<file path="src/rtl/bus_cycle_ctrl.sv">
// bus_cycle_ctrl: clock, reset and 68000 bus-cycle controller for the glue FPGA.
//
// Divides sysclk into cpuclk, holds the CPU in reset/halt for RESET_CYCLES cpuclk periods after
// sysrst, and terminates each CPU bus cycle with DTACK or BERR. Each chip-select channel either
// waits a fixed number of sysclk cycles or, when its wait field is all-ones, waits for the
// channel's ext_ack under a bus-error watchdog.
//
// Ports:
//   sysclk       in   system clock, all logic on its rising edge
//   sysrst       in   asynchronous active-high reset
//   as           in   CPU address strobe, active high
//   cs           in   [NCS] chip selects, expected one-hot or zero
//   wait_states  in   [NCS*WAIT_W] per-channel wait count, all-ones = ready-wait mode
//   ext_ack      in   [NCS] per-channel device ready, synchronous to sysclk
//   cpuclk       out  divided CPU clock
//   cpurst_n     out  CPU reset, active low
//   halt_n       out  CPU halt, same as cpurst_n
//   dtack_n      out  data acknowledge, active low, registered
//   berr_n       out  bus error, active low, registered
//   busy         out  high while a cycle is in progress
//   cycle_err    out  one-cycle pulse when a cycle enters BERR
module bus_cycle_ctrl #(
    parameter int unsigned CLK_DIV      = 8,
    parameter int unsigned RESET_CYCLES = 255,
    parameter int unsigned NCS          = 4,
    parameter int unsigned WAIT_W       = 4,
    parameter int unsigned BERR_TIMEOUT = 64
) (
    input  logic                  sysclk,
    input  logic                  sysrst,
    input  logic                  as,
    input  logic [NCS-1:0]        cs,
    input  logic [NCS*WAIT_W-1:0] wait_states,
    input  logic [NCS-1:0]        ext_ack,
    output logic                  cpuclk,
    output logic                  cpurst_n,
    output logic                  halt_n,
    output logic                  dtack_n,
    output logic                  berr_n,
    output logic                  busy,
    output logic                  cycle_err
);

    localparam int unsigned DivW = (CLK_DIV > 1) ? $clog2(CLK_DIV) : 1;
    localparam int unsigned RstW = $clog2(RESET_CYCLES + 1);
    localparam int unsigned ToW  = $clog2(BERR_TIMEOUT) + 1;
    localparam int unsigned IdxW = (NCS > 1) ? $clog2(NCS) : 1;

    localparam logic [DivW-1:0]   DivLast   = DivW'(CLK_DIV - 1);
    localparam logic [DivW-1:0]   DivHalf   = DivW'(CLK_DIV / 2);
    localparam logic [RstW-1:0]   RstLoad   = RstW'(RESET_CYCLES);
    localparam logic [ToW-1:0]    ToLast    = ToW'(BERR_TIMEOUT - 1);
    localparam logic [WAIT_W-1:0] WaitReady = '1;
    localparam logic [WAIT_W-1:0] WaitOne   = WAIT_W'(1);

    typedef enum logic [2:0] {
        StIdle,
        StWait,
        StReady,
        StAck,
        StBerr
    } state_e;

    state_e            state_q, state_d;
    logic [DivW-1:0]   div_q, div_d;
    logic              cpuclk_q, cpuclk_d;
    logic [RstW-1:0]   rst_cnt_q, rst_cnt_d;
    logic              as_q;
    logic [IdxW-1:0]   ch_q, ch_d;
    logic [WAIT_W-1:0] wcnt_q, wcnt_d;
    logic [ToW-1:0]    tcnt_q, tcnt_d;
    logic              dtack_n_q, berr_n_q, cycle_err_q;

    logic              cpu_run;
    logic              sel_any, sel_multi;
    logic [IdxW-1:0]   sel_idx;
    logic [WAIT_W-1:0] sel_w;

    assign cpu_run = (rst_cnt_q == '0);

    // Divider and reset stretch; the stretch counts cpuclk rising edges (divider hitting half).
    always_comb begin
        div_d     = (div_q == DivLast) ? '0 : div_q + 1'b1;
        cpuclk_d  = (div_d >= DivHalf);
        rst_cnt_d = rst_cnt_q;
        if (div_d == DivHalf && rst_cnt_q != '0) begin
            rst_cnt_d = rst_cnt_q - 1'b1;
        end
    end

    // Chip-select decode: index of the set bit, plus flags for none / more than one.
    always_comb begin
        sel_any   = 1'b0;
        sel_multi = 1'b0;
        sel_idx   = '0;
        for (int i = 0; i < NCS; i++) begin
            if (cs[i]) begin
                if (sel_any) begin
                    sel_multi = 1'b1;
                end
                sel_any = 1'b1;
                sel_idx = IdxW'(i);
            end
        end
    end

    assign sel_w = wait_states[int'(sel_idx) * WAIT_W +: WAIT_W];

    always_comb begin
        state_d = state_q;
        ch_d    = ch_q;
        wcnt_d  = wcnt_q;
        tcnt_d  = tcnt_q;
        case (state_q)
            StIdle: begin
                if (as_q && cpu_run) begin
                    if (!sel_any || sel_multi) begin
                        state_d = StBerr;
                    end else begin
                        ch_d = sel_idx;
                        if (sel_w == WaitReady) begin
                            state_d = StReady;
                            tcnt_d  = '0;
                        end else if (sel_w == '0) begin
                            state_d = StAck;
                        end else begin
                            state_d = StWait;
                            wcnt_d  = sel_w;
                        end
                    end
                end
            end
            StWait: begin
                // Leaving at count 1 gives exactly W cycles in this state.
                if (!as_q) begin
                    state_d = StIdle;
                end else if (wcnt_q == WaitOne) begin
                    state_d = StAck;
                end else begin
                    wcnt_d = wcnt_q - 1'b1;
                end
            end
            StReady: begin
                // Ack is tested first so it beats a timeout on the same edge.
                if (!as_q) begin
                    state_d = StIdle;
                end else if (ext_ack[ch_q]) begin
                    state_d = StAck;
                end else if (tcnt_q == ToLast) begin
                    state_d = StBerr;
                end else begin
                    tcnt_d = tcnt_q + 1'b1;
                end
            end
            StAck, StBerr: begin
                if (!as_q) begin
                    state_d = StIdle;
                end
            end
            default: state_d = StIdle;
        endcase
    end

    always_ff @(posedge sysclk or posedge sysrst) begin
        if (sysrst) begin
            state_q     <= StIdle;
            div_q       <= '0;
            cpuclk_q    <= 1'b0;
            rst_cnt_q   <= RstLoad;
            as_q        <= 1'b0;
            ch_q        <= '0;
            wcnt_q      <= '0;
            tcnt_q      <= '0;
            dtack_n_q   <= 1'b1;
            berr_n_q    <= 1'b1;
            cycle_err_q <= 1'b0;
        end else begin
            state_q     <= state_d;
            div_q       <= div_d;
            cpuclk_q    <= cpuclk_d;
            rst_cnt_q   <= rst_cnt_d;
            as_q        <= as;
            ch_q        <= ch_d;
            wcnt_q      <= wcnt_d;
            tcnt_q      <= tcnt_d;
            // Strobes are registered from the next state so they change with the state itself.
            dtack_n_q   <= (state_d != StAck);
            berr_n_q    <= (state_d != StBerr);
            cycle_err_q <= (state_d == StBerr) && (state_q != StBerr);
        end
    end

    assign cpuclk    = cpuclk_q;
    assign cpurst_n  = cpu_run;
    assign halt_n    = cpu_run;
    assign dtack_n   = dtack_n_q;
    assign berr_n    = berr_n_q;
    assign busy      = (state_q != StIdle);
    assign cycle_err = cycle_err_q;

endmodule

</file>
<file path="config.mk">
export PLATFORM = sky130hd
export DESIGN_NAME = bus_cycle_ctrl
export DESIGN_NICKNAME = d
export VERILOG_FILES = /design/src/rtl/bus_cycle_ctrl.sv
export SDC_FILE = /design/constraint.sdc
export NUM_CORES = 1
export LEC_CHECK = 0
export CAP_MARGIN = 15
export CORE_MARGIN = 2
export CORE_UTILIZATION = 52
export CTS_CLUSTER_DIAMETER = 60
export DETAILED_ROUTE_END_ITERATION = 7
export MAX_ROUTING_LAYER = met4
export PLACE_DENSITY = 0.78
export REMOVE_ABC_BUFFERS = 1
export SETUP_SLACK_MARGIN = 0.3
export SLEW_MARGIN = 20
export SYNTH_ARGS = -nofsm -noshare
export SYNTH_HDL_FRONTEND = slang
export SYNTH_SLANG_ARGS = --single-unit
</file>
<file path="constraint.sdc">
create_clock -name sysclk -period 2.7 [get_ports sysclk]
set_input_delay 0.54 -clock sysclk [delete_from_list [all_inputs] [get_ports sysclk]]
set_output_delay 0.54 -clock sysclk [all_outputs]
set_load 0.02 [all_outputs]
</file>
==> results of run 1 <==
-- routing by layer --
layer / routed length, um / share of wire (%) / vias to the layer above / global-route usage [%]
met5: 0 / 0 / - / -
met3: 133 / 3.1 / 16 / 4.23
met4: 144 / 3.4 / 0 / 9.78
li1: - / - / 759 / -
met2: 2310 / 54 / 35 / 38.9
met1: 1670 / 39 / 770 / 27.6
-- worst max-delay path, delay by kind of cell --
family / cells / cell delay (ps)
AO/OA/AOI/OAI: 2 / 360
buffers and inverters: 1 / 600
multiplexers: 1 / 210
AND/OR/NAND/NOR: 2 / 880
-- sequential cells by signal, summed over array words and instances, names as in the netlist --
register / cells
state_q: 3
dtack_n: 1
as_q: 1
tcnt_q: 7
rst_cnt_q: 8
cycle_err: 1
berr_n: 1
wcnt_q: 4
cpuclk: 1
ch_q: 2
div_q: 2
-- worst paths after layout --
path,to,from,slack [ps]
max in group asynchronous,rst_cnt_q[7],sysrst,1810
setup / recovery,wcnt_q[1],cs[2],370
hold / removal,div_q[0],div_q[0],440
setup reg to reg,rst_cnt_q[5],rst_cnt_q[0],440
min in group asynchronous,state_q[2],sysrst,570
hold reg to reg,div_q[0],div_q[0],440
-- cell usage after synthesis, types with 2 or more instances --
master    instances  area, um^2
a211oi_1          4        30.0
a21oi_1           6        30.0
buf_4             4        30.0
dfrtp_1          21         526
dfstp_2          10         263
ha_1              8         100
inv_1            13        48.8
mux2i_1           8        80.1
nand2_1          14        52.6
nand3_1           5        25.0
nor2_1           12        45.0
nor2_2            2        12.5
nor2b_1           4        25.0
nor3_1            7        35.0
nor3b_1           7        52.6
o211a_1           2        20.0
o21a_1            2        15.0
o21ai_0           8        40.0
o31ai_1           2        15.0
or3_1             3        18.8
or4_4             2        22.5
xnor2_1           9        78.8
xor2_1            4        35.0
-- repair_timing --
item / in CTS / in global routing
buffers inserted: 0 / 2
resized for setup: 8 / 11
endpoints found under the setup margin: 2 / 12
pin swaps: 0 / 2
-- cell families (layout without fill, tap and decap cells) --
group | Yosys count | after routing | share of synthesized area [%]
and+or+nand+nor | 69 | 69 | 22.0
AOI/OAI and AO/OA | 37 | 37 | 13.8
DFF | 31 | 31 | 42.2
buffers and inverters | 18 | 64 | 4.48
xor gates and xnor gates | 13 | 13 | 6.09
muxes | 10 | 10 | 6.09
adders and majority gates | 8 | 8 | 5.35
-- layout make-up --
class,count,area (um^2)
tap,46,57.6
fill,264,1000
clock inverter,2,12.5
timing repair buffer,43,403
sequential,31,788
clock buffer,6,41.3
inverter,13,48.8
multi-input combinational,137,1040
-- power by group --
group	leakage [nW]	switching, mW	internal (mW)
Clock	0.0282	0.159	0.100
Combinational	0.670	0.167	0.176
Sequential	0.369	0.0571	0.521
==> run summary, run 1 <==
status: finished clean
RD Place Congestion: 0.854
hold slack: 440 ps
relative slew slack: 52.8%
Hold Path Cell Cnt: 1
Min-Delay Path Class: reg -> reg
worst vdd ir: 298 uV
max-cap violations: 0
Slew Limit Fails: 0
residual DRC count: 0
pre-CTS WS: -5.86 ps
Layout Cells excl Fill: 278
Synth Register Bits: 31
Post-synth EDFFs: 0
Most used DFF post-synth: dfrtp_1
Longest Clk Path Bufs: 2
Starting Density: 55.1%
syn avg cell area: 10.0 um^2
critical-path cell list: clkdlybuf4s50_1 -> nor3b_1 -> a211oi_2 -> or4_4 -> a31oi_2 -> mux2i_1
async set-reset flop share out of synthesis: 100%
Crit Path Category: in -> reg
RSZ-0062 raised after global routing: yes
Worst path max stage delay: 600 ps
slowest stage cell, crit path: clkdlybuf4s50_1
Placed Cells: 268
initial antenna violation count: 0
I/O pins: 34
Min Clock Period, post-route: 2330 ps
final setup fails: 0
post-synthesis sequential area ratio: 42.2%
WP data arrival: 2590 ps
Antenna diodes: 0
share of layout cells above drive strength 1: 21.1%
vias per inst: 5.68
Startpoint Class: primary input
Setup WS post-layout: 374 ps
Slew @ Worst Pin: 702 ps
dpl cell area: 2280 um^2
drt first pass iters: 4
# hold bufs at CTS: 0
PortBufs: 33
Fin. Hold Viols: 0
DR iter-0 viols: 89
post-DP HPWL: 3.29 mm
PD cells: 495 nW/um^2
Final Cycle Share: 86.1%
global-route wire length before repair: 7.19 mm
area grow syn2layout: 27.7%
Design Area, Final: 2390 um^2
worst-path maximum fanout: 6
most common cell after layout, fill and taps aside: clkdlybuf4s50_1
Post-Synthesis Cells: 186
Leakage: 1.07 nW
drt wl/cell: 15.3 um
final core utilization: 70.4%
synth warn: 0
H-Tree Level Count: 2
grt ovf: 0
via count: 1,580
drt total wl: 4.26 mm
Max Freq: 430 MHz
Die Width: 64.0 um
most frequent cells in the layout: 29 x clkdlybuf4s50_1, 21 x dfrtp_1, 14 x nand2_1
GRT Util Overall: 23.3%
Setup TNS: 0 ps
Core ar.: 3390 um^2
Mapped Area: 1870 um^2
pin count of the biggest net entering global routing: 32
TritonCTS Buffers: 5
Power, Total: 1.18 mW
reg2reg path depth: 7
Antenna Nets Post-Route: 0
Die Y: 64.0 um
vias in the first global route: 1,574
Critical Path End Type: flip-flop
final worst clock skew: 9.33 ps
TritonCTS clock tree: done
Clock transition at path regs: 100 ps
Cell variety after synth: 52
Req. time, crit path: 2960 ps
row count: 21
TritonCTS Sinks: 31
# nets final: 266
Die ar.: 4090 um^2
Clock Root Buffer: clkbuf_4
Clock Latency Late Sink: 330 ps
Note: power is estimated with default switching activity, not from simulation.
==> run 2, diff against run 1 <==
--- a/config.mk
+++ b/config.mk
@@ -6,10 +6,10 @@
 export NUM_CORES = 1
 export LEC_CHECK = 0
 export CAP_MARGIN = 15
-export CORE_MARGIN = 2
 export CORE_UTILIZATION = 52
 export CTS_CLUSTER_DIAMETER = 60
 export DETAILED_ROUTE_END_ITERATION = 7
+export GPL_TIMING_DRIVEN = 0
 export MAX_ROUTING_LAYER = met4
 export PLACE_DENSITY = 0.78
 export REMOVE_ABC_BUFFERS = 1
==> run 2 against run 1 <==
Setup slack got worse by 30 ps; register-to-register slack got worse by 40 ps; maximum frequency fell by 1.3%; combinational power fell by 6%; clock-buffer cell count rose by 2; clock skew rose by 4.4 ps; largest power group unchanged; hold slack improved by 8.3 ps; sequential share of layout area rose by 1.3 points.
==> run summary, run 2 (synthesis gave the netlist of run 1 again) <==
H-Tree Level Count: 2
Core ar.: 3390 um^2
Req. time, crit path: 2160 ps
Clock transition at path regs: 90 ps
min-delay src: div_q[0]
Slew Limit Fails: 0
Die ar.: 3840 um^2
r2r startpoint: rst_cnt_q[0]
Startpoint Class: flip-flop
r2r endpoint: rst_cnt_q[5]
pre-CTS WS: -303 ps
Leakage: 1.02 nW
PD cells: 525 nW/um^2
Crit Path Category: reg -> out
Top Registers: rst_cnt_q x8, tcnt_q x7, wcnt_q x4
Setup TNS: 0 ps
I/O pins: 34
Design Area, Final: 2300 um^2
Min Clock Period, post-route: 2360 ps
drt first pass iters: 5
Min-Delay Path Class: reg -> reg
Hold Path Cell Cnt: 1
worst vdd ir: 330 uV
Critical Path End Type: primary output
Max Freq: 424 MHz
grt ovf: 0
global-route wire length before repair: 6.61 mm
TritonCTS Buffers: 5
TritonCTS Sinks: 31
Fin. Hold Viols: 0
Clock Latency Late Sink: 330 ps
Die Width: 62.0 um
TritonCTS clock tree: done
GRT Util Overall: 24.9%
row count: 21
Antenna diodes: 0
post-DP HPWL: 3.12 mm
drt total wl: 3.99 mm
Biggest register: rst_cnt_q
vias in the first global route: 1,550
Setup WS post-layout: 344 ps
RD Place Congestion: 0.802
vias per inst: 5.60
final setup fails: 0
Longest Clk Path Bufs: 2
most frequent cells in the layout: 28 x clkdlybuf4s50_1, 21 x dfrtp_1, 14 x nand2_1
pin count of the biggest net entering global routing: 32
drt wl/cell: 14.8 um
initial antenna violation count: 0
DR iter-0 viols: 71
share of layout cells above drive strength 1: 16.5%
hold path endpoint: div_q[0]
flip-flop count of the largest register after layout: 8
RSZ-0062 raised after global routing: yes
max-cap violations: 0
via count: 1,511
final worst clock skew: 13.8 ps
# hold bufs at CTS: 0
Die Y: 62.0 um
PortBufs: 33
area grow syn2layout: 23.0%
worst-path maximum fanout: 5
relative slew slack: 53.2%
Slew @ Worst Pin: 696 ps
Final Cycle Share: 87.3%
Starting Density: 55.1%
dpl cell area: 2220 um^2
Antenna Nets Post-Route: 0
reg2reg path depth: 7
Clock Root Buffer: clkbuf_4
# nets final: 258
status: finished clean
setup slack, reg-to-reg: 400 ps
most common cell after layout, fill and taps aside: clkdlybuf4s50_1
residual DRC count: 0
WP data arrival: 1820 ps
## run 2: changes by cell type in the layout (fill, tap and decap cells not counted), sizes merged
cell,delta
buf,-8
dlymetal6s2s,-2
clkbuf,+2
clkinvlp,-1
clkinv,-1
dlygate4sd2,+3
clkdlybuf4s50,-1
## run 2: per-stage QoR
| step | hold slack (ps) | instances | utilization [%] | total power [mW] |
|---|---|---|---|---|
| after CTS | 451 | 270 | 67.7 | 1.22 |
| after detailed placement | 437 | 260 | 65.6 | 0.906 |
| final | 448 | 270 | 67.8 | 1.21 |
| after global placement | 414 | 260 | 65.6 | 0.882 |
| after floorplan | 403 | 181 | - | 0.787 |
| after global routing | 468 | 270 | 67.8 | 1.29 |
## run 2: how the worst max path moves through the flow
stage / startpoint / endpoint / cells after the start
CTS: rst_cnt_q[0] / cpurst_n / 5
global route: rst_cnt_q[0] / cpurst_n / 5
detailed placement: cs[3] / tcnt_q[1] / 6
finish: rst_cnt_q[0] / cpurst_n / 5
global placement: cs[3] / tcnt_q[1] / 6
floorplan: rst_cnt_q[0] / wcnt_q[2] / 7
## run 2: worst max-delay path, cell delays in order (launching register included)
cell     delay [ps]
dfstp_2         390
inv_1           100
ha_1            170
or3b_2          490
nor2_4          160
buf_2           190
## run 2: cell type report
| cell class | count | area (um^2) |
|---|---|---|
| Multi-Input combinational cell | 137 | 1000 |
| Timing Repair Buffer | 35 | 332 |
| Fill cell | 267 | 1090 |
| Clock buffer | 8 | 68.8 |
| Tap cell | 46 | 57.6 |
| Sequential cell | 31 | 788 |
| Inverter | 13 | 48.8 |
## run 2: repair_timing
item                                   in CTS  in global routing
setup endpoints to repair                  13                  3
pin swaps                                   1                  0
endpoints found under the hold margin       0                  0
setup buffers                               2                  0
gates resized for setup                    12                  1
## run 2: power breakdown
part / switching (mW) / total, mW / internal, mW / leakage, nW
sequential: 0.0552 / 0.576 / 0.521 / 0.369
clock: 0.153 / 0.306 / 0.153 / 0.0386
combinational: 0.159 / 0.324 / 0.165 / 0.609
## run 2: metal layers
metal | GRT usage [%] | vias up | share of wire [%]
met2 | 43.3 | 33 | 55
met3 | 4.35 | 14 | 3.2
met5 | - | - | 0
met1 | 27.9 | 724 | 39
li1 | - | 740 | -
met4 | 10.8 | 0 | 2.6
==> run 3, diff against run 2 <==
--- a/config.mk
+++ b/config.mk
@@ -5,13 +5,16 @@
 export SDC_FILE = /design/constraint.sdc
 export NUM_CORES = 1
 export LEC_CHECK = 0
+export ABC_AREA = 1
 export CAP_MARGIN = 15
-export CORE_UTILIZATION = 52
+export CORE_MARGIN = 2
+export CORE_UTILIZATION = 53
 export CTS_CLUSTER_DIAMETER = 60
+export CTS_CLUSTER_SIZE = 14
 export DETAILED_ROUTE_END_ITERATION = 7
 export GPL_TIMING_DRIVEN = 0
 export MAX_ROUTING_LAYER = met4
-export PLACE_DENSITY = 0.78
+export PLACE_DENSITY = 0.79
 export REMOVE_ABC_BUFFERS = 1
 export SETUP_SLACK_MARGIN = 0.3
 export SLEW_MARGIN = 20
==> run 3 against run 2 <==
Sequential power grew 2%; die area grew 11%; flip-flop and latch count is the same; synthesized cell count grew 46%; via count grew 13%; clock skew shrank 4.3 ps; setup slack gained 120 ps; critical path depth is the same; sequential share of layout area shrank 2.1 points; largest power group unchanged.
==> run summary, run 3 <==
status: finished clean
worst vdd ir: 413 uV
dominant cell type by area after synthesis: dfrtp_1
Biggest register: rst_cnt_q
Setup TNS: 0 ps
TritonCTS Buffers: 5
most used routing layer: met2
Setup WS post-layout: 465 ps
vias in the first global route: 1,604
Die Y: 65.2 um
slowest stage cell, crit path: clkdlybuf4s50_1
TritonCTS Sinks: 31
GRT Util Overall: 19.6%
residual DRC count: 0
DR iter-0 viols: 89
Synth Register Bits: 31
global-route wire length before repair: 6.46 mm
Worst path max stage delay: 550 ps
RD Place Congestion: 0.808
Power, Total: 1.36 mW
post-DP HPWL: 2.77 mm
Slew Limit Fails: 0
Slew @ Worst Pin: 600 ps
Mapped Area: 1990 um^2
Clock Latency Late Sink: 290 ps
Die ar.: 4250 um^2
count leader, synth: nand2_1
reg2reg path depth: 11
Leakage: 1.23 nW
via count: 1,709
met2 Track Usage GR: 31.8%
critical-path cell list: inv_2 -> nand2_1 -> nor2_2 -> inv_1 -> clkdlybuf4s50_1
top cells by area, synth: dfrtp_1 26%, nand2_1 14%, dfstp_2 13%, nor2_1 7.0%, inv_1 6.2%
Top Registers: rst_cnt_q x8, tcnt_q x7, wcnt_q x4
setup slack, reg-to-reg: 910 ps
# hold bufs at CTS: 0
r2r endpoint: tcnt_q[1]
Cell variety after synth: 30
I/O pins: 34
synth warn: 0
r2r startpoint: rst_cnt_q[0]
critical path depth in cells: 5
# nets final: 344
worst-path maximum fanout: 6
vias per inst: 4.77
Req. time, crit path: 2160 ps
row count: 22
Core ar.: 3630 um^2
Antenna diodes: 0
most common cell after layout, fill and taps aside: nand2_1
most frequent cells in the layout: 75 x nand2_1, 37 x nor2_1, 32 x inv_1
Clock transition at path regs: 60 ps
final worst clock skew: 9.47 ps
max-cap violations: 0
Longest Clk Path Bufs: 2
PortBufs: 33
relative slew slack: 59.9%
Most used DFF post-synth: dfrtp_1
Max Freq: 448 MHz
hold path endpoint: div_q[0]
Post-Synthesis Cells: 271
RSZ-0062 raised after global routing: no
dpl cell area: 2360 um^2
Final Cycle Share: 82.8%
Min-Delay Path Class: reg -> reg
met3 usage: 4.11%
Clock Root Buffer: clkbuf_8
share of layout cells above drive strength 1: 12.6%
Layout Cells excl Fill: 358
grt ovf: 0
PD cells: 555 nW/um^2
TritonCTS clock tree: done
async set-reset flop share out of synthesis: 100%
post-synthesis sequential area ratio: 39.7%
Die Width: 65.2 um
final setup fails: 0
WP data arrival: 1690 ps
Post-synth top cells: 75 x nand2_1, 37 x nor2_1, 33 x inv_1
pre-CTS WS: 328 ps
Post-synth EDFFs: 0
flip-flop count of the largest register after layout: 8
Starting Density: 54.7%
Crit Path Category: reg -> out
area grow syn2layout: 23.0%
H-Tree Level Count: 2
Hold Path Cell Cnt: 1
initial antenna violation count: 0
number of buffer and inverter stages on the critical path: 3
Design Area, Final: 2440 um^2
grt met1 use: 24.6%
pin count of the biggest net entering global routing: 32
drt first pass iters: 4
Antenna Nets Post-Route: 0
drt total wl: 3.53 mm
CP delay by family, top: buffers and inverters
drt wl/cell: 9.87 um
Min Clock Period, post-route: 2230 ps
syn avg cell area: 7.33 um^2
Critical Path End Type: primary output
min-delay src: div_q[0]
Startpoint Class: flip-flop
Fin. Hold Viols: 0
Yosys top cell area share: 26.4%
Placed Cells: 350
run 3: changes by cell type after synthesis, moves of 7 or more:
cell / change
nor2_1: +25
nand3_1: +16
inv_2: +7
mux2i_1: -7
inv_1: +20
nand2_1: +61
run 3: metal layers:
metal	wire length, um	part of all wire, %
met4	62	1.8
met5	0	0
met2	1680	47
met1	1690	48
met3	108	3.1
run 3: how the worst max path moves through the flow:
stage / end / startpoint / slack, ps
after floorplan: tcnt_q[5] / rst_cnt_q[0] / 780
after global placement: tcnt_q[1] / cs[3] / 330
after detailed placement: tcnt_q[5] / cs[3] / 330
after CTS: halt_n / rst_cnt_q[0] / 350
after global routing: tcnt_q[5] / cs[3] / 340
final: busy / state_q[1] / 470
run 3: cell type report:
cell class | count | area, um^2
Tap cell | 48 | 60.1
Clock buffer | 7 | 76.3
Timing Repair Buffer | 33 | 335
Sequential cell | 31 | 788
Fill cell | 329 | 1190
Clock inverter | 1 | 5.00
Multi-Input combinational cell | 198 | 1030
Inverter | 40 | 150
run 3: worst reg2reg max path, delay by kind of cell (launching register included):
family,cells,cell delay [ps]
and+or+nand+nor,8,950
buffers and inverters,2,210
adders and majority gates,1,170
DFF,1,360
run 3: timing repair:
action	in CTS	in global routing
endpoints found under the setup margin	0	2
gates resized for setup	0	2
buffers inserted	0	0
run 3: cell families after synthesis:
group	count (synthesis)	synth area share, %
compound gates	18	4.91
buf+inv	42	8.50
mux	2	1.07
simple gates	157	35.1
xor+xnor	13	5.73
flops	31	39.7
fa+ha+maj	8	5.04
run 3: through the flow:
stage | utilization [%] | hold WS, ps
after global placement | 64.9 | 416
final | 67.3 | 430
after detailed placement | 64.9 | 420
after global routing | 67.3 | 445
after CTS | 67.1 | 428
after floorplan | - | 403
run 3: power by group:
part / total (mW) / internal (mW) / switching, mW / leakage [nW]
Sequential: 0.588 / 0.539 / 0.0491 / 0.372
Clock: 0.350 / 0.181 / 0.169 / 0.0422
Combinational: 0.418 / 0.182 / 0.236 / 0.816
